File: config.mk
export PLATFORM = sky130hd
export DESIGN_NAME = coin_tally_flat
export DESIGN_NICKNAME = d
export VERILOG_FILES = /design/src/rtl/coin_tally_if.sv /design/src/rtl/coin_tally.sv /design/src/flat_wrapper.sv
export SDC_FILE = /design/constraint.sdc
export NUM_CORES = 1
export LEC_CHECK = 0
export CAP_MARGIN = 10
export CORE_MARGIN = 2
export CORE_UTILIZATION = 57
export DETAILED_ROUTE_END_ITERATION = 8
export PLACE_DENSITY = 0.85
export SETUP_SLACK_MARGIN = 0.3
export SLEW_MARGIN = 10
export SYNTH_ARGS = -nofsm -noshare
export SYNTH_HDL_FRONTEND = slang
export SYNTH_SLANG_ARGS = --single-unit
export TNS_END_PERCENT = 1
File: constraint.sdc
create_clock -name frame_clk -period 4.9 [get_ports frame_clk]
set_input_delay 0.49 -clock frame_clk [delete_from_list [all_inputs] [get_ports frame_clk]]
set_output_delay 0.49 -clock frame_clk [all_outputs]
set_load 0.02 [all_outputs]
File: src/rtl/coin_tally_if.sv
// Pickup-event handshake between the coin tally and its consumer (HUD/sound).
// The tally drives valid/coin/player through the master side; the consumer
// answers with ready through the slave side.
interface coin_tally_if;
  logic       evt_valid;
  logic       evt_ready;
  logic [3:0] evt_coin;
  logic       evt_player;

  modport master (
    output evt_valid,
    output evt_coin,
    output evt_player,
    input  evt_ready
  );

  modport slave (
    input  evt_valid,
    input  evt_coin,
    input  evt_player,
    output evt_ready
  );
endinterface

File: src/rtl/coin_tally.sv
// Coin tally: synchronises the per-coin pickup flags, queues rising edges as
// pending credits, and hands them out one at a time (lowest index first) as
// events while keeping two-digit BCD scores per player and a per-level total.
module coin_tally #(
  parameter int NCOIN = 10
) (
  input  logic             frame_clk,
  input  logic             RESET_n,
  input  logic [NCOIN-1:0] taken,
  input  logic [NCOIN-1:0] owner,
  input  logic             level_start,
  coin_tally_if.master     evt,
  output logic [7:0]       score0,
  output logic [7:0]       score1,
  output logic [3:0]       total,
  output logic             all_taken
);

  typedef enum logic [1:0] {IDLE, SCAN, EMIT, DONE} state_t;

  localparam logic [3:0] LP_NCOIN = 4'(NCOIN);

  state_t           r_state;
  state_t           w_next_state;

  logic [NCOIN-1:0] r_s1;
  logic [NCOIN-1:0] r_s2;
  logic [NCOIN-1:0] r_s3;
  logic [NCOIN-1:0] r_pending;

  logic [NCOIN-1:0] w_rise;
  logic [NCOIN-1:0] w_set;
  logic [NCOIN-1:0] w_clr;
  logic [NCOIN-1:0] w_sel_mask;
  logic [3:0]       w_sel_idx;
  logic             w_found;
  logic             w_any_pending;
  logic             w_sel_owner;

  logic [3:0]       r_evt_coin;
  logic             r_evt_player;
  logic             r_evt_valid;
  logic [7:0]       r_score0;
  logic [7:0]       r_score1;
  logic [3:0]       r_total;
  logic             r_all_taken;

  // Two-digit BCD increment that sticks at 99 instead of rolling over.
  function automatic logic [7:0] bcd_inc(input logic [7:0] value);
    logic [7:0] result;
    if (value == 8'h99) begin
      result = 8'h99;
    end else if (value[3:0] == 4'd9) begin
      result = {value[7:4] + 4'd1, 4'd0};
    end else begin
      result = {value[7:4], value[3:0] + 4'd1};
    end
    return result;
  endfunction

  // A pickup is a 0->1 transition seen after the synchroniser; once the level
  // is complete further edges are dropped, and the coin being served in SCAN
  // is retired from the pending set in the same edge.
  assign w_rise        = r_s2 & ~r_s3;
  assign w_set         = (r_state == DONE) ? '0 : w_rise;
  assign w_clr         = (r_state == SCAN) ? w_sel_mask : '0;
  assign w_any_pending = |r_pending;
  assign w_sel_owner   = |(owner & w_sel_mask);

  // Lowest-index pending coin, as both an index and a one-hot mask.
  always_comb begin
    w_sel_idx  = '0;
    w_sel_mask = '0;
    w_found    = 1'b0;
    for (int i = 0; i < NCOIN; i++) begin
      if (r_pending[i] && !w_found) begin
        w_found       = 1'b1;
        w_sel_idx     = 4'(i);
        w_sel_mask[i] = 1'b1;
      end
    end
  end

  // Synchroniser plus history flop; keeps sampling through level_start so a
  // coin that is still held high is not seen as a fresh pickup.
  always_ff @(posedge frame_clk or negedge RESET_n) begin
    if (!RESET_n) begin
      r_s1 <= '0;
      r_s2 <= '0;
      r_s3 <= '0;
    end else begin
      r_s1 <= taken;
      r_s2 <= r_s1;
      r_s3 <= r_s2;
    end
  end

  // Pending credits: a new edge and the SCAN retirement can hit different
  // coins in the same cycle, and both must land.
  always_ff @(posedge frame_clk or negedge RESET_n) begin
    if (!RESET_n) begin
      r_pending <= '0;
    end else if (level_start) begin
      r_pending <= '0;
    end else begin
      r_pending <= (r_pending & ~w_clr) | w_set;
    end
  end

  // Next-state logic; level_start overrides every other transition.
  always_comb begin
    w_next_state = r_state;
    if (level_start) begin
      w_next_state = IDLE;
    end else begin
      case (r_state)
        IDLE: begin
          if (w_any_pending) w_next_state = SCAN;
        end
        SCAN: begin
          w_next_state = EMIT;
        end
        EMIT: begin
          if (r_evt_valid && evt.evt_ready) begin
            if (r_total == LP_NCOIN)  w_next_state = DONE;
            else if (w_any_pending)   w_next_state = SCAN;
            else                      w_next_state = IDLE;
          end
        end
        DONE: begin
          w_next_state = DONE;
        end
        default: begin
          w_next_state = IDLE;
        end
      endcase
    end
  end

  // State register, with valid and all_taken registered from the next state so
  // neither depends combinationally on evt_ready.
  always_ff @(posedge frame_clk or negedge RESET_n) begin
    if (!RESET_n) begin
      r_state     <= IDLE;
      r_evt_valid <= 1'b0;
      r_all_taken <= 1'b0;
    end else begin
      r_state     <= w_next_state;
      r_evt_valid <= (w_next_state == EMIT);
      r_all_taken <= (w_next_state == DONE);
    end
  end

  // SCAN latches the event fields and credits the owning player and the total.
  always_ff @(posedge frame_clk or negedge RESET_n) begin
    if (!RESET_n) begin
      r_evt_coin   <= '0;
      r_evt_player <= 1'b0;
      r_score0     <= '0;
      r_score1     <= '0;
      r_total      <= '0;
    end else if (level_start) begin
      r_score0 <= '0;
      r_score1 <= '0;
      r_total  <= '0;
    end else if (r_state == SCAN) begin
      r_evt_coin   <= w_sel_idx;
      r_evt_player <= w_sel_owner;
      r_total      <= r_total + 4'd1;
      if (w_sel_owner) begin
        r_score1 <= bcd_inc(r_score1);
      end else begin
        r_score0 <= bcd_inc(r_score0);
      end
    end
  end

  assign evt.evt_valid  = r_evt_valid;
  assign evt.evt_coin   = r_evt_coin;
  assign evt.evt_player = r_evt_player;
  assign score0         = r_score0;
  assign score1         = r_score1;
  assign total          = r_total;
  assign all_taken      = r_all_taken;

endmodule
File: src/flat_wrapper.sv
// flat-port wrapper written by rule: the top's interface ports become plain ports
module coin_tally_flat 
#(
  parameter int NCOIN = 10
)
  (frame_clk, RESET_n, taken, owner, level_start, score0, score1, total, all_taken, evt_evt_valid, evt_evt_coin, evt_evt_player, evt_evt_ready);
  coin_tally_if evt_i ();
  input  logic frame_clk;
  input  logic RESET_n;
  input  logic [NCOIN-1:0] taken;
  input  logic [NCOIN-1:0] owner;
  input  logic level_start;
  output logic [7:0] score0;
  output logic [7:0] score1;
  output logic [3:0] total;
  output logic all_taken;
  output wire logic [$bits(evt_i.evt_valid)-1:0] evt_evt_valid;
  output wire logic [$bits(evt_i.evt_coin)-1:0] evt_evt_coin;
  output wire logic [$bits(evt_i.evt_player)-1:0] evt_evt_player;
  input wire logic [$bits(evt_i.evt_ready)-1:0] evt_evt_ready;
  assign evt_evt_valid = evt_i.evt_valid;
  assign evt_evt_coin = evt_i.evt_coin;
  assign evt_evt_player = evt_i.evt_player;
  assign evt_i.evt_ready = evt_evt_ready;
  coin_tally #(.NCOIN(NCOIN)) u_core (.frame_clk(frame_clk), .RESET_n(RESET_n), .taken(taken), .owner(owner), .level_start(level_start), .evt(evt_i), .score0(score0), .score1(score1), .total(total), .all_taken(all_taken));
endmodule
==> Word-level counts from Yosys, hierarchy flattened <==
Cells that the tools add are included.
{ "op_classes": {"addsub": 5, "n_mul": 0, "n_div": 0, "magnitude_cmp": 0, "n_eq_ne": 11, "shifts": 0, "mux": 48, "bitwise": 7, "reduce_logical": 31} }
{ "ops": {"columns": ["operator", "count"], "rows": [
  ["$mux 8", 10],
  ["$mux 4", 10],
  ["$and 10x10->10", 3],
  ["$mux 10", 3],
  ["$add 4x1->4 const B", 5],
  ["$mux 1", 20],
  ["$not 10->10", 2],
  ["$reduce_or 10->1", 2],
  ["$eq 8x8->1 const B", 2],
  ["$eq 4x4->1 const B", 3],
  ["$logic_and 1x1->1", 10],
  ["$or 10x10->10", 1],
  ["$logic_not 1->1", 9],
  ["$eq 2x2->1 const B", 4],
  ["$mux 2", 4],
  ["$pmux 2 s4", 1],
  ["$reduce_and 2->1", 3],
  ["$reduce_and 3->1", 2],
  ["$reduce_bool 3->1", 2],
  ["$reduce_bool 2->1", 2],
  ["$eq 2x1->1 const B", 1],
  ["$logic_not 2->1", 1],
  ["$ne 2x2->1 const B", 1],
  ["$not 1->1", 1]
]} }
{ "word_totals": {"ff_bits": 69, "latch_bits": 0, "ram_bits": 0, "romBits": 0, "input_bits": 24, "out_inout_bits": 27, "elab_cells": 116, "mem_count": 0} }

==> Depth between registers and ports, before layout <==
Gate-level depths: netlist of the first run.
{ "depth": {"word_depth": 33, "mapped_depth": 8, "depth_no_buf": 8} }

==> Worst setup path after synthesis of the first run <==
OpenSTA, ideal clock, no wires.
{ "synth_path": {"path_kind": "register to register", "from": "register u_core.r_pending[3]", "to": "register u_core.r_score1[3] (netlist: u_core.score1[3])", "setup_time_ps": 122, "arrival_ps": 2003, "t_required_ps": 4778, "path_slack_ps": 2775, "stages_incl_launch_ff": 8, "path_buffers": 1, "synth_period_minus_slack_ps": 2125, "path_cell_list": "dfrtp_1 or4_4 nor4_4 nand3b_4 a21oi_4 buf_6 nand2_2 a32o_1"} }
{ "synth_between": {"elab_chain_len": 24, "elab_cells_between_ends": 30, "cone_classes": "13 x mux; 1 x bitwise; 16 x reduce/logical"} }
{ "synth_rtl": {"columns": ["element", "line", "text"], "rows": [
  ["from (decl)", "coin_tally.sv:29", "logic [NCOIN-1:0] r_pending;"],
  ["from (signal assigned)", "coin_tally.sv:106", "r_pending <= (r_pending & ~w_clr) | w_set;"],
  ["$logic_and 1x1->1 (*)", "coin_tally.sv:76", "if (r_pending[i] && !w_found) begin"],
  ["$mux 1", "coin_tally.sv:76", null],
  ["$logic_not 1->1", "coin_tally.sv:76", null],
  ["$logic_and 1x1->1", "coin_tally.sv:76", null],
  ["$mux 1", "coin_tally.sv:76", null],
  ["$logic_not 1->1", "coin_tally.sv:76", null],
  ["$logic_and 1x1->1", "coin_tally.sv:76", null],
  ["$mux 1", "coin_tally.sv:76", null],
  ["(+8 left out)", null, null],
  ["$mux 1", "coin_tally.sv:76", null],
  ["$logic_not 1->1", "coin_tally.sv:76", null],
  ["$logic_and 1x1->1", "coin_tally.sv:76", null],
  ["$mux 1", "coin_tally.sv:76", null],
  ["$and 10x10->10 (*)", "coin_tally.sv:68", "assign w_sel_owner = |(owner & w_sel_mask);"],
  ["$reduce_or 10->1 (*)", "coin_tally.sv:68", null],
  ["$reduce_bool 2->1 (no line) (*)", null, null],
  ["$reduce_and 2->1 (no line) (*)", null, null],
  ["to (signal assigned)", "coin_tally.sv:171", "r_score1 <= bcd_inc(r_score1);"],
  ["to (decl)", "coin_tally.sv:44", "logic [7:0] r_score1;"]
]} }
Every way passes the cells marked *; elsewhere a longest branch is shown, timed or not.
A chain may end at the register's enable or synchronous reset.

==> Worst setup path after layout of the first run <==
{ "layout_path": {"from": "register u_core.r_pending[3]", "to": "register u_core.r_score1[5] (netlist: u_core.score1[5])"} }
{ "layout_between": {"elab_chain_len": 24, "elab_cells_between_ends": 30, "cone_classes": "13 x mux; 1 x bitwise; 16 x reduce/logical"} }
{ "layout_rtl": {"columns": ["element", "line"], "rows": [
  ["$logic_and 1x1->1 (*)", "coin_tally.sv:76"],
  ["$mux 1", "coin_tally.sv:76"],
  ["$logic_not 1->1", "coin_tally.sv:76"],
  ["$logic_and 1x1->1", "coin_tally.sv:76"],
  ["$mux 1", "coin_tally.sv:76"],
  ["$logic_not 1->1", "coin_tally.sv:76"],
  ["$logic_and 1x1->1", "coin_tally.sv:76"],
  ["$mux 1", "coin_tally.sv:76"],
  ["(+8 left out)", null],
  ["$mux 1", "coin_tally.sv:76"],
  ["$logic_not 1->1", "coin_tally.sv:76"],
  ["$logic_and 1x1->1", "coin_tally.sv:76"],
  ["$mux 1", "coin_tally.sv:76"],
  ["$and 10x10->10 (*)", "coin_tally.sv:68"],
  ["$reduce_or 10->1 (*)", "coin_tally.sv:68"],
  ["$reduce_bool 2->1 (no line) (*)", null],
  ["$reduce_and 3->1 (no line) (*)", null]
]} }
Marked as above.

==> reports/metrics.yaml, run 1 <==
outcome:
  status: "completed"
yosys:
  yosysTopAreaCellShare: 0.569
  netlist_top_cells_count: "dfrtp_1 (69), a21oi_1 (26), nand2_1 (23), nor2_1 (21), inv_1 (11)"
  syn-num-nets: 308
  synth_top_cell_by_area: "dfrtp_1"
  ys_seq_elements: 69
  synthTopCellsByArea: "dfrtp_1 (57%), a21oi_1 (4.3%), ha_1 (4.1%), nand2_1 (2.8%), nor2_1 (2.6%)"
  synth_cell_type_count: 52
  synth_area_per_cell_um2: 11.1
  synthArstFlopShare: 1.00
  syn_area_mm2: 0.00303
  syn_inst: 274
  yosysMostFrequentCell: "dfrtp_1"
  synth_edf_count: 0
  synthFlopType: "dfrtp_1"
  synth_warnings: 0
  seq_area_frac_synth: 0.569
layout:
  n_antenna_cell: 0
  nets: 359
  fin_cells: 400
  area_growth_pct: 24.4
  drive_gt1_frac: 0.109
worst_setup_path:
  start_kind: "flop"
  crit_path_cell_trace: "or4_4, nor4_4, nand3b_4, a21oi_4, nand2_1, o41ai_2"
  path_max_fanout: 16
  cp_slowest_cell: "or4_4"
  timing.critical_path.buf_inv: 0
  crit_family: "simple AND/OR/NAND/NOR gates"
  cp.arrival_ns: 2.64
  crit_path_end_kind: "flop"
  path_class: "reg2reg"
  slowest_delay_ns: 0.58
  cp_data_required_time_ns: 5.15
route:
  vias: 2252
  drtAntennaViolNets: 0
  routed_wl_mm: 6.15
  drt-wirelength-per-cell_um: 15.4
  drc: 0
  drt_pre_antenna_iters: 4
  first_iter_violations: 136
  via_per_inst: 5.63
power:
  max-vdd-ir-drop_uv: 294
  power_frac_clock: 0.327
  switchingPower_w: 0.000439
  power_frac_seq: 0.469
  leakage_nw: 1.58
  combPwrFrac: 0.204
  swShare: 0.304
  power_density_mw_per_mm2: 383
  p_int_w: 0.00101
global_route:
  grt_max_degree: 70
  busiest_layer: "met2"
  grt_util_met3: 0.0600
  grt_antenna_before_repair: 0
  grt_overflow_total: 0
  grt_use_met2: 0.351
  grtUsageTotal: 0.227
  gr-usage-met1: 0.301
  first_global_vias: 2214
  grt_pass1_wl_mm: 10.5
place:
  portBuffers: 50
  dp_hpwl_mm: 4.20
  place_congestion: 0.792
  numPlacedInstances: 384
sta:
  clock_skew_ns: 0.00654
  post-route-period-util: 0.489
  slew_violations: 0
  rsz0062_at_grt: "no"
  tightest_slew_ns: 0.818
  setup_viol: 0
  finalCriticalPeriod_ns: 2.40
  maxSlewHeadroom: 0.455
  tns_ns: 0
  fmax_mhz: 417
  finalHoldViolCount: 0
clock_tree:
  clock_latency_ns: 0.35
  h-tree-depth: 3
  cts_resized: 0
  clock_sinks: 69
  cts-root-buf: "clkbuf_8"
  path_clk_slew_ns: 0.08
  cts_buffers: 9
  cts_setup_buffers: 0
  cts_buffer_depth: 2
  cts_tree: "built"
  ctsHoldBuffers: 0
floorplanning:
  die_height_um: 77.0
  die-area_mm2: 0.00592
  fp.dieW_um: 77.0
  rows: 26
  pin_count: 51
  fp.coreArea_mm2: 0.00511
  start_util: 0.594
min_path:
  hold_path_class: "in2async"
flow_run:
  cap_violations: 0
[layout by cell type, fill, tap and decap left out, types with 3 or more instances in the layout]
master	instances
a21oi_1	26
a31o_2	4
clkbuf_8	10
clkdlybuf4s50_1	49
dfrtp_1	69
ha_1	10
inv_1	11
mux2i_1	3
nand2_1	23
nand2b_1	3
nand3_1	5
nand3b_1	4
nand4_1	5
nor2_1	21
nor2b_1	9
nor3_1	6
nor4_1	6
o21ai_0	10
o31ai_1	7
or3_1	3
[worst paths after layout]
| check | from | end | slack, ns | cells after the start |
|---|---|---|---|---|
| max in group asynchronous | RESET_n | u_core.r_s1[5]$_DFF_PN0_ | 4.05 | 2 |
| min | RESET_n | u_core.r_s2[9]$_DFF_PN0_ | 0.31 | 2 |
| min in group frame_clk | u_core.r_s1[7]$_DFF_PN0_ | u_core.r_s2[7]$_DFF_PN0_ | 0.35 | 0 |
| max reg2reg | u_core.r_pending[3]$_DFF_PN0_ | u_core.score1[5]$_DFFE_PN0P_ | 2.50 | 6 |
| min reg2reg | u_core.r_s1[7]$_DFF_PN0_ | u_core.r_s2[7]$_DFF_PN0_ | 0.35 | 0 |
| max | u_core.r_pending[3]$_DFF_PN0_ | u_core.score1[5]$_DFFE_PN0P_ | 2.50 | 6 |
[cell type report]
class / count / area [µm²]
flip-flops and latches: 69 / 1730
fillers: 375 / 1330
multi-input cells: 181 / 1200
repair buffers: 52 / 510
clock buffers: 10 / 138
well taps: 70 / 87.6
clock inverters: 6 / 71.3
inverters: 12 / 45.0
[metal layers]
metal,wire [µm],part of all wire,vias to the layer above
met5,0,0,-
met4,110,0.018,0
met3,282,0.046,10
met2,2960,0.48,66
met1,2800,0.45,1097
li1,-,-,1079
[cell families (layout without fill, tap and decap cells)]
kind of cell / count (synthesis) / count (layout) / synth area share
DFF: 69 / 69 / 0.569
AOI/OAI and AO/OA: 65 / 65 / 0.150
and+or+nand+nor: 99 / 99 / 0.181
xor gates and xnor gates: 3 / 3 / 0.00866
buffers and inverters: 24 / 80 / 0.0367
muxes: 4 / 4 / 0.0136
adders and majority gates: 10 / 10 / 0.0412
[worst reg2reg max path: stages, from the launching register on]
cell and delay (ns):
dfrtp_1 0.46, or4_4 0.58, nor4_4 0.25, nand3b_4 0.16, a21oi_4 0.43, nand2_1 0.12, o41ai_2 0.29
[registers in the layout, indices dropped and copies added (netlist names)]
signal                 cells
u_core.r_state             2
u_core.r_s3               10
u_core.all_taken           1
u_core.evt.evt_valid       1
u_core.total               4
u_core.evt.evt_coin        4
u_core.r_s2               10
u_core.r_pending          10
u_core.score0              8
u_core.evt.evt_player      1
u_core.r_s1               10
u_core.score1              8
[stage by stage]
step | utilization | power, W | setup WS, ns | hold slack [ns] | area, µm²
floorplan | - | 0.000861 | 2.78 | 0.194 | 3030
global placement | 0.698 | 0.000970 | 2.40 | 0.332 | 3570
detailed placement | 0.698 | 0.000982 | 2.38 | 0.335 | 3570
CTS | 0.739 | 0.00145 | 2.49 | 0.348 | 3770
global route | 0.739 | 0.00151 | 2.30 | 0.354 | 3770
finish | 0.739 | 0.00145 | 2.50 | 0.314 | 3770
[power groups by stage]
stage	logic (W)	clock network (W)	registers, W
after floorplan	0.000168	0	0.000694
after global placement	0.000286	0	0.000683
after detailed placement	0.000295	0	0.000687
after CTS	0.000297	0.000478	0.000676
after global routing	0.000324	0.000504	0.000685
final	0.000295	0.000473	0.000678
(Power assumes the default switching activity.)
==> run 2: changes to the inputs <==
--- a/config.mk
+++ b/config.mk
@@ -7,9 +7,9 @@
 export LEC_CHECK = 0
 export CAP_MARGIN = 10
 export CORE_MARGIN = 2
-export CORE_UTILIZATION = 57
+export CORE_UTILIZATION = 47
 export DETAILED_ROUTE_END_ITERATION = 8
-export PLACE_DENSITY = 0.85
+export PLACE_DENSITY = 0.75
 export SETUP_SLACK_MARGIN = 0.3
 export SLEW_MARGIN = 10
 export SYNTH_ARGS = -nofsm -noshare
==> constraint.sdc (replaced) <==
create_clock -name frame_clk -period 2.2 [get_ports frame_clk]
set_input_delay 0.22 -clock frame_clk [delete_from_list [all_inputs] [get_ports frame_clk]]
set_output_delay 0.22 -clock frame_clk [all_outputs]
set_load 0.02 [all_outputs]
==> reports/metrics.yaml, run 2 (synthesis gave the netlist of run 1 again) <==
sta:
  maxSlewHeadroom: 0.573  # +0.118
  fin_hold_ws_ns: 0.306  # -0.00793 ns
  fmax_mhz: 467  # +12%
  setup_viol: 0  # unchanged
  tightest_slew_ns: 0.639  # -0.179 ns
  rsz0062_at_grt: "yes"
  finalCriticalPeriod_ns: 2.14  # -0.255 ns
  slew_violations: 0  # unchanged
  finalHoldViolCount: 0  # unchanged
  setup_ws_ns: 0.0567  # -2.45 ns
  post-route-period-util: 0.974  # +0.485
  clock_skew_ns: 0.00585  # -0.000687 ns
min_path:
  min_from: "taken[9]"
  hold_path_class: "in2reg"
clock_tree:
  cts-root-buf: "clkbuf_8"
  cts_tree: "built"
  path_clk_slew_ns: 0.08  # about the same
  cts_buffer_depth: 2  # unchanged
  clock_latency_ns: 0.34  # about the same
  cts_buffers: 9  # unchanged
  clock_sinks: 69  # unchanged
  h-tree-depth: 3  # unchanged
route:
  drc: 0  # unchanged
  via_per_inst: 5.44  # -3.3%
  first_iter_violations: 75  # -45%
  drt-wirelength-per-cell_um: 14.4  # -6.7%
  drt_pre_antenna_iters: 4  # unchanged
  drtAntennaViolNets: 0  # unchanged
  routed_wl_mm: 6.06  # -1.6%
  vias: 2297  # +2.0%
global_route:
  grtUsageTotal: 0.188  # -0.0392
  grt_pass1_wl_mm: 10.6  # +1.5%
  grt_max_degree: 70  # unchanged
  first_global_vias: 2251  # +1.7%
  grt_antenna_before_repair: 0  # unchanged
  grt_overflow_total: 0  # unchanged
worst_setup_path:
  path_max_fanout: 16  # unchanged
  start_kind: "flop"
  cp.arrival_ns: 2.39  # -0.25 ns
  crit_path_end_kind: "flop"
  path_class: "reg2reg"
  rr_startpoint: "u_core.r_pending[2]$_DFF_PN0_"
  crit_path_start: "u_core.r_pending[2]$_DFF_PN0_"
  cp_data_required_time_ns: 2.45  # -2.70 ns
layout:
  final_common_cell: "dfrtp_1"
  nets: 374  # +4.2%
  area_growth_pct: 29.8
  n_antenna_cell: 0  # unchanged
  drive_gt1_frac: 0.162  # +0.0532
  layout_common_cells: "dfrtp_1 (69), clkdlybuf4s50_1 (49), a21oi_1 (26), nand2_1 (23), nor2_1 (20)"
floorplanning:
  fp.dieW_um: 84.3  # +9.6%
  die-area_mm2: 0.00711  # +20%
  rows: 29  # +12%
  die_height_um: 84.3  # +9.6%
  pin_count: 51  # unchanged
  fp.coreArea_mm2: 0.00631  # +24%
  start_util: 0.481  # -0.113
power:
  max-vdd-ir-drop_uv: 549  # +87%
  power_density_mw_per_mm2: 810  # +110%
  leakage_nw: 1.66  # +5.2%
  finalPower_w: 0.00319  # +120%
outcome:
  status: "completed"
place:
  portBuffers: 50  # unchanged
  dp_hpwl_mm: 4.25  # +1.0%
  pre_cts_slack_ns: -0.0171  # -2.40 ns
  place_congestion: 0.819  # +3.5%
flow_run:
  cap_violations: 0  # unchanged
[run 2: cell count changes in the layout (fill, tap and decap cells not counted), sizes merged]
cell / before / now
inv: 12 / 13
bufinv: 1 / 0
dlygate4sd3: 0 / 1
buf: 3 / 17
[run 2: metal layers]
metal	global-route usage	share of wire	up-vias
li1	-	-	1116
met2	0.272	0.47	51
met1	0.270	0.47	1120
met4	0.0880	0.015	0
met3	0.0423	0.040	10
met5	0	0	-
[run 2: layout make-up]
cell class | instances | area, µm²
timing repair buffer | 67 | 658
multi-input combinational | 181 | 1230
tap | 77 | 96.3
clock buffer | 10 | 138
clock inverter | 6 | 46.3
inverter | 12 | 45.0
fill | 499 | 2380
sequential | 69 | 1730
[run 2: power by group]
part | switching (W) | total [W] | leakage (nW) | internal, W
Combinational | 0.000393 | 0.000760 | 0.695 | 0.000368
Sequential | 0.000108 | 0.00149 | 0.878 | 0.00138
Clock | 0.000494 | 0.000941 | 0.0893 | 0.000447
Total | 0.000994 | 0.00319 | 1.66 | 0.00220
[run 2: metrics by stage]
stage / setup TNS, ns / cell area [µm²] / std cells / utilization
6_report: 0 / 3940 / 422 / 0.624
5_1_grt: -0.0907 / 3940 / 422 / 0.624
4_1_cts: 0 / 3900 / 422 / 0.618
3_5_place_dp: -0.0185 / 3700 / 405 / 0.587
3_3_place_gp: 0 / 3700 / 405 / 0.587
2_1_floorplan: 0 / 3030 / 274 / -
[run 2: worst paths after layout]
| kind | slack, ns | to | depth (start not counted) |
|---|---|---|---|
| setup reg to reg | 0.06 | u_core.score1[5]$_DFFE_PN0P_ | 7 |
| hold / removal | 0.31 | u_core.r_s1[9]$_DFF_PN0_ | 1 |
| hold reg to reg | 0.35 | u_core.r_s2[2]$_DFF_PN0_ | 0 |
| max in group asynchronous | 1.50 | u_core.r_s1[6]$_DFF_PN0_ | 3 |
| setup / recovery | 0.06 | u_core.score1[5]$_DFFE_PN0P_ | 7 |
| min in group asynchronous | 0.42 | u_core.r_s2[5]$_DFF_PN0_ | 3 |
[run 2: worst max-delay path, stage by stage (launching register included)]
cell and delay (ns):
dfrtp_1 0.42, or4_4 0.55, nor4_4 0.22, nand3b_4 0.15, a21oi_4 0.19, buf_12 0.16
nand2_1 0.06, o41ai_2 0.28
[run 2: repair_timing]
| action | CTS | global route |
|---|---|---|
| hold buffers | 1 | 0 |
| pin swaps | 0 | 11 |
| setup endpoints to repair | 16 | 18 |
| endpoints found under the hold margin | 69 | 0 |
| resized for setup | 0 | 8 |
| gates cloned | 0 | 0 |
| buffers inserted | 0 | 0 |
